**src/rtl/ysyx_22051145_if_stage_if.sv**
```systemverilog
// Fetch-stage bus bundle: instruction-memory request/response plus the decode handshake.
// master = fetch stage side, slave = memory/decode side.
interface ysyx_22051145_if_stage_if;
    logic        imem_req_valid;
    logic        imem_req_ready;
    logic [63:0] imem_req_addr;
    logic        imem_rsp_valid;
    logic [31:0] imem_rsp_data;
    logic        if_valid;
    logic        if_ready;
    logic [63:0] if_pc;
    logic [31:0] if_inst;

    modport master (
        output imem_req_valid, imem_req_addr, if_valid, if_pc, if_inst,
        input  imem_req_ready, imem_rsp_valid, imem_rsp_data, if_ready
    );

    modport slave (
        input  imem_req_valid, imem_req_addr, if_valid, if_pc, if_inst,
        output imem_req_ready, imem_rsp_valid, imem_rsp_data, if_ready
    );
endinterface

```
**src/rtl/ysyx_22051145_if_stage.sv**
```systemverilog
// Instruction fetch stage: owns the fetch PC, one outstanding imem read, small {pc, inst} FIFO.
// Define YSYX_22051145_IF_PERF_EN to add fetch/flush performance counters.
module ysyx_22051145_if_stage #(
    parameter logic [63:0] RESET_PC  = 64'h0000_0000_8000_0000,
    parameter int unsigned BUF_DEPTH = 2
) (
    input  logic        clk,
    input  logic        rst,
    input  logic        jump_flag,
    input  logic [63:0] jump_addr,
    ysyx_22051145_if_stage_if.master bus
`ifdef YSYX_22051145_IF_PERF_EN
    ,
    output logic [63:0] perf_fetch_cnt,
    output logic [63:0] perf_flush_cnt
`endif
);

    localparam int unsigned PtrW = (BUF_DEPTH > 1) ? $clog2(BUF_DEPTH) : 1;
    localparam int unsigned CntW = PtrW + 1;
    localparam logic [CntW-1:0] Depth = CntW'(BUF_DEPTH);

    typedef enum logic [1:0] {StIdle, StReq, StWait, StDrop} state_e;

    state_e          state_q, state_d;
    logic [63:0]     fetch_pc_q, fetch_pc_d;
    logic [63:0]     out_pc_q, out_pc_d;
    logic [CntW-1:0] count_q, count_d, count_post;
    logic [PtrW-1:0] rd_ptr_q, rd_ptr_d, wr_ptr_q, wr_ptr_d;
    logic [63:0]     buf_pc_q   [BUF_DEPTH];
    logic [31:0]     buf_inst_q [BUF_DEPTH];

    logic req_fire, push, pop;
    logic unused_addr_bits;

    assign unused_addr_bits = ^jump_addr[1:0];

    assign req_fire = (state_q == StReq) && bus.imem_req_ready;
    assign pop      = (count_q != '0) && bus.if_ready;
    // Responses landing in a redirect cycle belong to the old stream.
    assign push     = (state_q == StWait) && bus.imem_rsp_valid && !jump_flag;
    assign count_post = count_q + CntW'(push) - CntW'(pop);

    always_ff @(posedge clk or posedge rst) begin
        if (rst) begin
            state_q <= StIdle;
        end else begin
            state_q <= state_d;
        end
    end

    always_comb begin
        state_d = state_q;
        if (jump_flag) begin
            unique case (state_q)
                StIdle:  state_d = StReq;
                StReq:   state_d = req_fire ? StDrop : StReq;
                StWait:  state_d = bus.imem_rsp_valid ? StReq : StDrop;
                StDrop:  state_d = bus.imem_rsp_valid ? StReq : StDrop;
                default: state_d = StIdle;
            endcase
        end else begin
            unique case (state_q)
                StIdle: if (count_q < Depth) state_d = StReq;
                StReq:  if (req_fire) state_d = StWait;
                StWait: begin
                    if (bus.imem_rsp_valid) begin
                        state_d = (count_post < Depth) ? StReq : StIdle;
                    end
                end
                StDrop: if (bus.imem_rsp_valid) state_d = StReq;
                default: state_d = StIdle;
            endcase
        end
    end

    always_comb begin
        bus.imem_req_valid = (state_q == StReq);
        bus.imem_req_addr  = fetch_pc_q;
        bus.if_valid       = (count_q != '0);
        bus.if_pc          = '0;
        bus.if_inst        = '0;
        if (count_q != '0) begin
            bus.if_pc   = buf_pc_q[rd_ptr_q];
            bus.if_inst = buf_inst_q[rd_ptr_q];
        end
    end

    always_comb begin
        fetch_pc_d = fetch_pc_q;
        out_pc_d   = out_pc_q;
        count_d    = count_post;
        rd_ptr_d   = rd_ptr_q + PtrW'(pop);
        wr_ptr_d   = wr_ptr_q + PtrW'(push);
        if (jump_flag) begin
            fetch_pc_d = {jump_addr[63:2], 2'b00};
            count_d    = '0;
            rd_ptr_d   = '0;
            wr_ptr_d   = '0;
        end else if (req_fire) begin
            out_pc_d   = fetch_pc_q;
            fetch_pc_d = fetch_pc_q + 64'd4;
        end
    end

    always_ff @(posedge clk or posedge rst) begin
        if (rst) begin
            fetch_pc_q <= RESET_PC;
            out_pc_q   <= '0;
            count_q    <= '0;
            rd_ptr_q   <= '0;
            wr_ptr_q   <= '0;
        end else begin
            fetch_pc_q <= fetch_pc_d;
            out_pc_q   <= out_pc_d;
            count_q    <= count_d;
            rd_ptr_q   <= rd_ptr_d;
            wr_ptr_q   <= wr_ptr_d;
        end
    end

    // Storage needs no reset: head outputs are gated by count.
    always_ff @(posedge clk) begin
        if (push) begin
            buf_pc_q[wr_ptr_q]   <= out_pc_q;
            buf_inst_q[wr_ptr_q] <= bus.imem_rsp_data;
        end
    end

`ifdef YSYX_22051145_IF_PERF_EN
    always_ff @(posedge clk or posedge rst) begin
        if (rst) begin
            perf_fetch_cnt <= '0;
            perf_flush_cnt <= '0;
        end else begin
            if (push) perf_fetch_cnt <= perf_fetch_cnt + 64'd1;
            if (jump_flag) perf_flush_cnt <= perf_flush_cnt + 64'd1;
        end
    end
`endif

endmodule

```
**src/flat_wrapper.sv**
```systemverilog
// flat-port wrapper written by rule: the top's interface ports become plain ports
module ysyx_22051145_if_stage_flat 
#(
    parameter logic [63:0] RESET_PC  = 64'h0000_0000_8000_0000,
    parameter int unsigned BUF_DEPTH = 2
)
  (clk, rst, jump_flag, jump_addr, bus_imem_req_valid, bus_imem_req_addr, bus_if_valid, bus_if_pc, bus_if_inst, bus_imem_req_ready, bus_imem_rsp_valid, bus_imem_rsp_data, bus_if_ready);
  ysyx_22051145_if_stage_if bus_i ();
  input  logic clk;
  input  logic rst;
  input  logic jump_flag;
  input  logic [63:0] jump_addr;
  output wire logic [$bits(bus_i.imem_req_valid)-1:0] bus_imem_req_valid;
  output wire logic [$bits(bus_i.imem_req_addr)-1:0] bus_imem_req_addr;
  output wire logic [$bits(bus_i.if_valid)-1:0] bus_if_valid;
  output wire logic [$bits(bus_i.if_pc)-1:0] bus_if_pc;
  output wire logic [$bits(bus_i.if_inst)-1:0] bus_if_inst;
  input wire logic [$bits(bus_i.imem_req_ready)-1:0] bus_imem_req_ready;
  input wire logic [$bits(bus_i.imem_rsp_valid)-1:0] bus_imem_rsp_valid;
  input wire logic [$bits(bus_i.imem_rsp_data)-1:0] bus_imem_rsp_data;
  input wire logic [$bits(bus_i.if_ready)-1:0] bus_if_ready;
  assign bus_imem_req_valid = bus_i.imem_req_valid;
  assign bus_imem_req_addr = bus_i.imem_req_addr;
  assign bus_if_valid = bus_i.if_valid;
  assign bus_if_pc = bus_i.if_pc;
  assign bus_if_inst = bus_i.if_inst;
  assign bus_i.imem_req_ready = bus_imem_req_ready;
  assign bus_i.imem_rsp_valid = bus_imem_rsp_valid;
  assign bus_i.imem_rsp_data = bus_imem_rsp_data;
  assign bus_i.if_ready = bus_if_ready;
  ysyx_22051145_if_stage #(.RESET_PC(RESET_PC), .BUF_DEPTH(BUF_DEPTH)) u_core (.clk(clk), .rst(rst), .jump_flag(jump_flag), .jump_addr(jump_addr), .bus(bus_i));
endmodule
```
**config.mk**
```make
export PLATFORM = sky130hd
export DESIGN_NAME = ysyx_22051145_if_stage_flat
export DESIGN_NICKNAME = d
export VERILOG_FILES = /design/src/rtl/ysyx_22051145_if_stage_if.sv /design/src/rtl/ysyx_22051145_if_stage.sv /design/src/flat_wrapper.sv
export SDC_FILE = /design/constraint.sdc
export NUM_CORES = 1
export LEC_CHECK = 0
export ABC_AREA = 1
export BUFFER_PORTS_ARGS = -buffer_cell sky130_fd_sc_hd__buf_2
export CAP_MARGIN = 15
export CORE_ASPECT_RATIO = 0.6
export CORE_MARGIN = 2
export CORE_UTILIZATION = 30
export CTS_CLUSTER_SIZE = 20
export DETAILED_ROUTE_END_ITERATION = 8
export GPL_TIMING_DRIVEN = 1
export HOLD_SLACK_MARGIN = 0.08
export SETUP_SLACK_MARGIN = 0.05
export SYNTH_ARGS = -nofsm -noshare
export SYNTH_HDL_FRONTEND = slang
export SYNTH_SLANG_ARGS = --single-unit
```
**constraint.sdc**
```tcl
create_clock -name clk -period 10.1 [get_ports clk]
set_input_delay 1.515 -clock clk [delete_from_list [all_inputs] [get_ports clk]]
set_output_delay 1.515 -clock clk [all_outputs]
set_load 0.005 [all_outputs]
```
==> flow_summary.toml <==
[finish]
area_delta_synth_final_pct = 21.4
fill_cells = 4841
drive_above_1_share_pct = 20.9
layout.nets = 1883

[synth]
synth_largest_area_cell = "edfxtp_1"
synth_top_area_share_pct = 39.2
synthXorXnorAreaFrac_pct = 0.608
netlist_area_um2 = 14400
synth_area_leaders = "edfxtp_1 39%, dfrtp_1 22%, nand2_1 12%, nor2_1 4.0%, a21oi_1 3.6%"
synthAdderAreaFrac_pct = 0.435
synth_seq_cells = 318
yosys.area_share.simple_pct = 23.7
syn_inst = 1536
syn_avg_cell_area_um2 = 9.37
synth_top_family_by_area = "simple AND/OR/NAND/NOR gates"
synthDistinctLibCells = 46
yosys_warnings = 0
synthMuxAreaShare_pct = 0
ys.flop_type = "edfxtp_1"
async_flop_share_pct = 40.9
synth_common_cells = "472 x nand2_1, 188 x edfxtp_1, 153 x nor2_1"
synth.most_common_cell = "nand2_1"
synth_edf_count = 188
ys_seq_area_share_pct = 61.8
synth_compound_area_share_pct = 7.72

[timing]
period_share_pct = 47.2
finClkSkew_ps = 42.5
relSlewSlack_pct = 29.6
fmax_mhz = 210
tightestPinTransition_ps = 1060
setup_tns_ps = 0
fin_crit_ps = 4760
fin_ws_ps = 5340
finalHoldViolations = 0
slew_viol_final = 0
final-setup-viol-count = 0
rsz0062_at_grt = "false"

[grt]
grt_max_degree = 79
grt_usage_pct = 18.8
overflow = 0
antenna_found_initial = 8
grt_pass1_vias = 11247
grt_pass1_wl_um = 70500

[route]
drt-pass1-iter-count = 5
vias = 11702
drcViolationCount = 0
drt-total-wl_um = 47700
wl_per_cell_um = 19.5
drtAntennaViolNets = 0
drt_iter0_drc = 1129
via_per_inst = 4.78

[worst_setup_path]
critPathMaxFanout = 62
arrival_ps = 3250
required_ps = 8590
cp-end-kind = "primary output"
cp-start-kind = "register"
path_class = "register to primary output"

[clock_network]
cts_tree = "done"
clk_pin_slew_ps = 70
postCtsHoldBufs = 0
clk_latency_ps = 550
cts_root_buf = "clkbuf_16"
cts_buffers = 34
post_cts.repair.setup_buffers = 0
htree_num_levels = 2
cts_resized = 0
cts_num_sinks = 318
clock_path_buffers = 3

[placed_design]
gp_congestion = 0.918
dp_hpwl_um = 33100
numPortBuffers = 257
pre_cts_ws_ps = 5300

[floorplanning]
num_rows = 62
die_w_um = 287
initial_core_util_pct = 30.2
top_level_ports = 264
core-area_um2 = 47600
dieArea_um2 = 49800
die_h_um = 174

[outcome]
status = "finished clean"

[job]
max-cap-violations = 0

[power]
p_comb_share_pct = 26.8
leakage_nw = 7.65
p_clk_share_pct = 30.1
switching_share_pct = 35.2
ir_worst_vdd_v = 0.000145
p_int_mw = 2.78
p_per_area_nw_per_um2 = 245
power_switching_mw = 1.51
power_frac_seq_pct = 43.1

[min_path]
min_path_type = "register to register"
-- final cells by class --
type,count,area (µm²),area share (%)
antenna,4,10.0,0.0573
multi-input combinational,1016,4720,27.0
clock inverter,12,98.8,0.566
clock buffer,50,1050,5.99
sequential,318,8900,51.0
timing repair buffer,269,1380,7.88
tap,640,801,4.58
inverter,137,517,2.96
-- placed cells by master, fill, tap and decap left out, types with 4 or more instances in the layout --
cell         n
nand2_1    472
buf_2      257
edfxtp_1   188
nor2_1     152
dfrtp_1    128
inv_1      126
a21oi_1    103
nand3_1     77
o21ai_0     53
clkbuf_16   38
nand4_1     23
nor3_1      16
nor2_2      14
o211ai_1    14
nand3b_1    12
buf_4       12
inv_2        9
nor2_4       8
nand2_2      8
clkbuf_1     7
xor2_1       6
clkinv_2     6
clkbuf_8     5
diode_2      4
xnor2_1      4
nor3_2       4
a31oi_1      4
o21a_1       4
conb_1       4
-- through the flow --
stage	hold WS [ps]	power (mW)	cells	area [µm²]	util [%]
2_1_floorplan	442	2.45	1539	14400	-
3_3_place_gp	449	3.01	2380	16300	34.3
3_5_place_dp	454	3.04	2380	16300	34.3
4_1_cts	457	4.34	2442	17500	36.7
5_1_grt	467	4.53	2443	17500	36.7
6_report	460	4.29	2446	17500	36.7
-- final timing paths --
| path | start | end | slack, ps | cells past startpoint |
|---|---|---|---|---|
| min | u_core.out_pc_q[37] | u_core.buf_pc_q[1][37] | 460 | 0 |
| min in group asynchronous | rst | u_core.state_q[1] | 1080 | 2 |
| max reg2reg | u_core.state_q[1] | u_core.bus.imem_req_addr[46] | 6700 | 9 |
| max | u_core.rd_ptr_q | bus_if_pc[40] | 5340 | 5 |
| min reg2reg | u_core.out_pc_q[37] | u_core.buf_pc_q[1][37] | 460 | 0 |
| max in group asynchronous | rst | u_core.bus.imem_req_addr[36] | 7420 | 3 |
-- layer usage --
layer	share of wire, %	GRT usage [%]	vias up
li1	-	-	5561
met1	45	26.3	5643
met2	44	28.4	422
met3	9.1	5.55	74
met4	2.4	4.95	2
met5	0.027	0	-
-- state kept, by name, summed over array words and instances, names as in the netlist --
signal,count
u_core.buf_inst_q,64
u_core.rd_ptr_q,1
u_core.count_q,2
u_core.buf_pc_q,124
u_core.state_q,2
u_core.wr_ptr_q,1
u_core.out_pc_q,62
u_core.bus.imem_req_addr,62
-- worst max-delay path, cell delays in order (launching register included) --
cell     delay (ps)
dfrtp_4         620
inv_2           530
buf_4           740
nand2_1         110
a21oi_1         420
buf_2           210
-- kinds of logic (layout without fill, tap and decap cells) --
logic type / Yosys count / in the layout
buffers and inverters: 205 / 468
xor gates and xnor gates: 10 / 10
adders and majority gates: 5 / 5
other: 1 / 8
AOI/OAI and AO/OA: 200 / 200
DFF: 318 / 318
and+or+nand+nor: 797 / 797
-- power by group through the flow --
| stage | Clock (mW) | Sequential [mW] | Combinational (mW) |
|---|---|---|---|
| 6_report | 1.29 | 1.85 | 1.15 |
| 5_1_grt | 1.37 | 1.87 | 1.29 |
| 4_1_cts | 1.32 | 1.84 | 1.18 |
| 3_5_place_dp | 0 | 1.87 | 1.17 |
| 3_3_place_gp | 0 | 1.86 | 1.15 |
| 2_1_floorplan | 0 | 1.79 | 0.651 |
(Power assumes the default switching activity.)
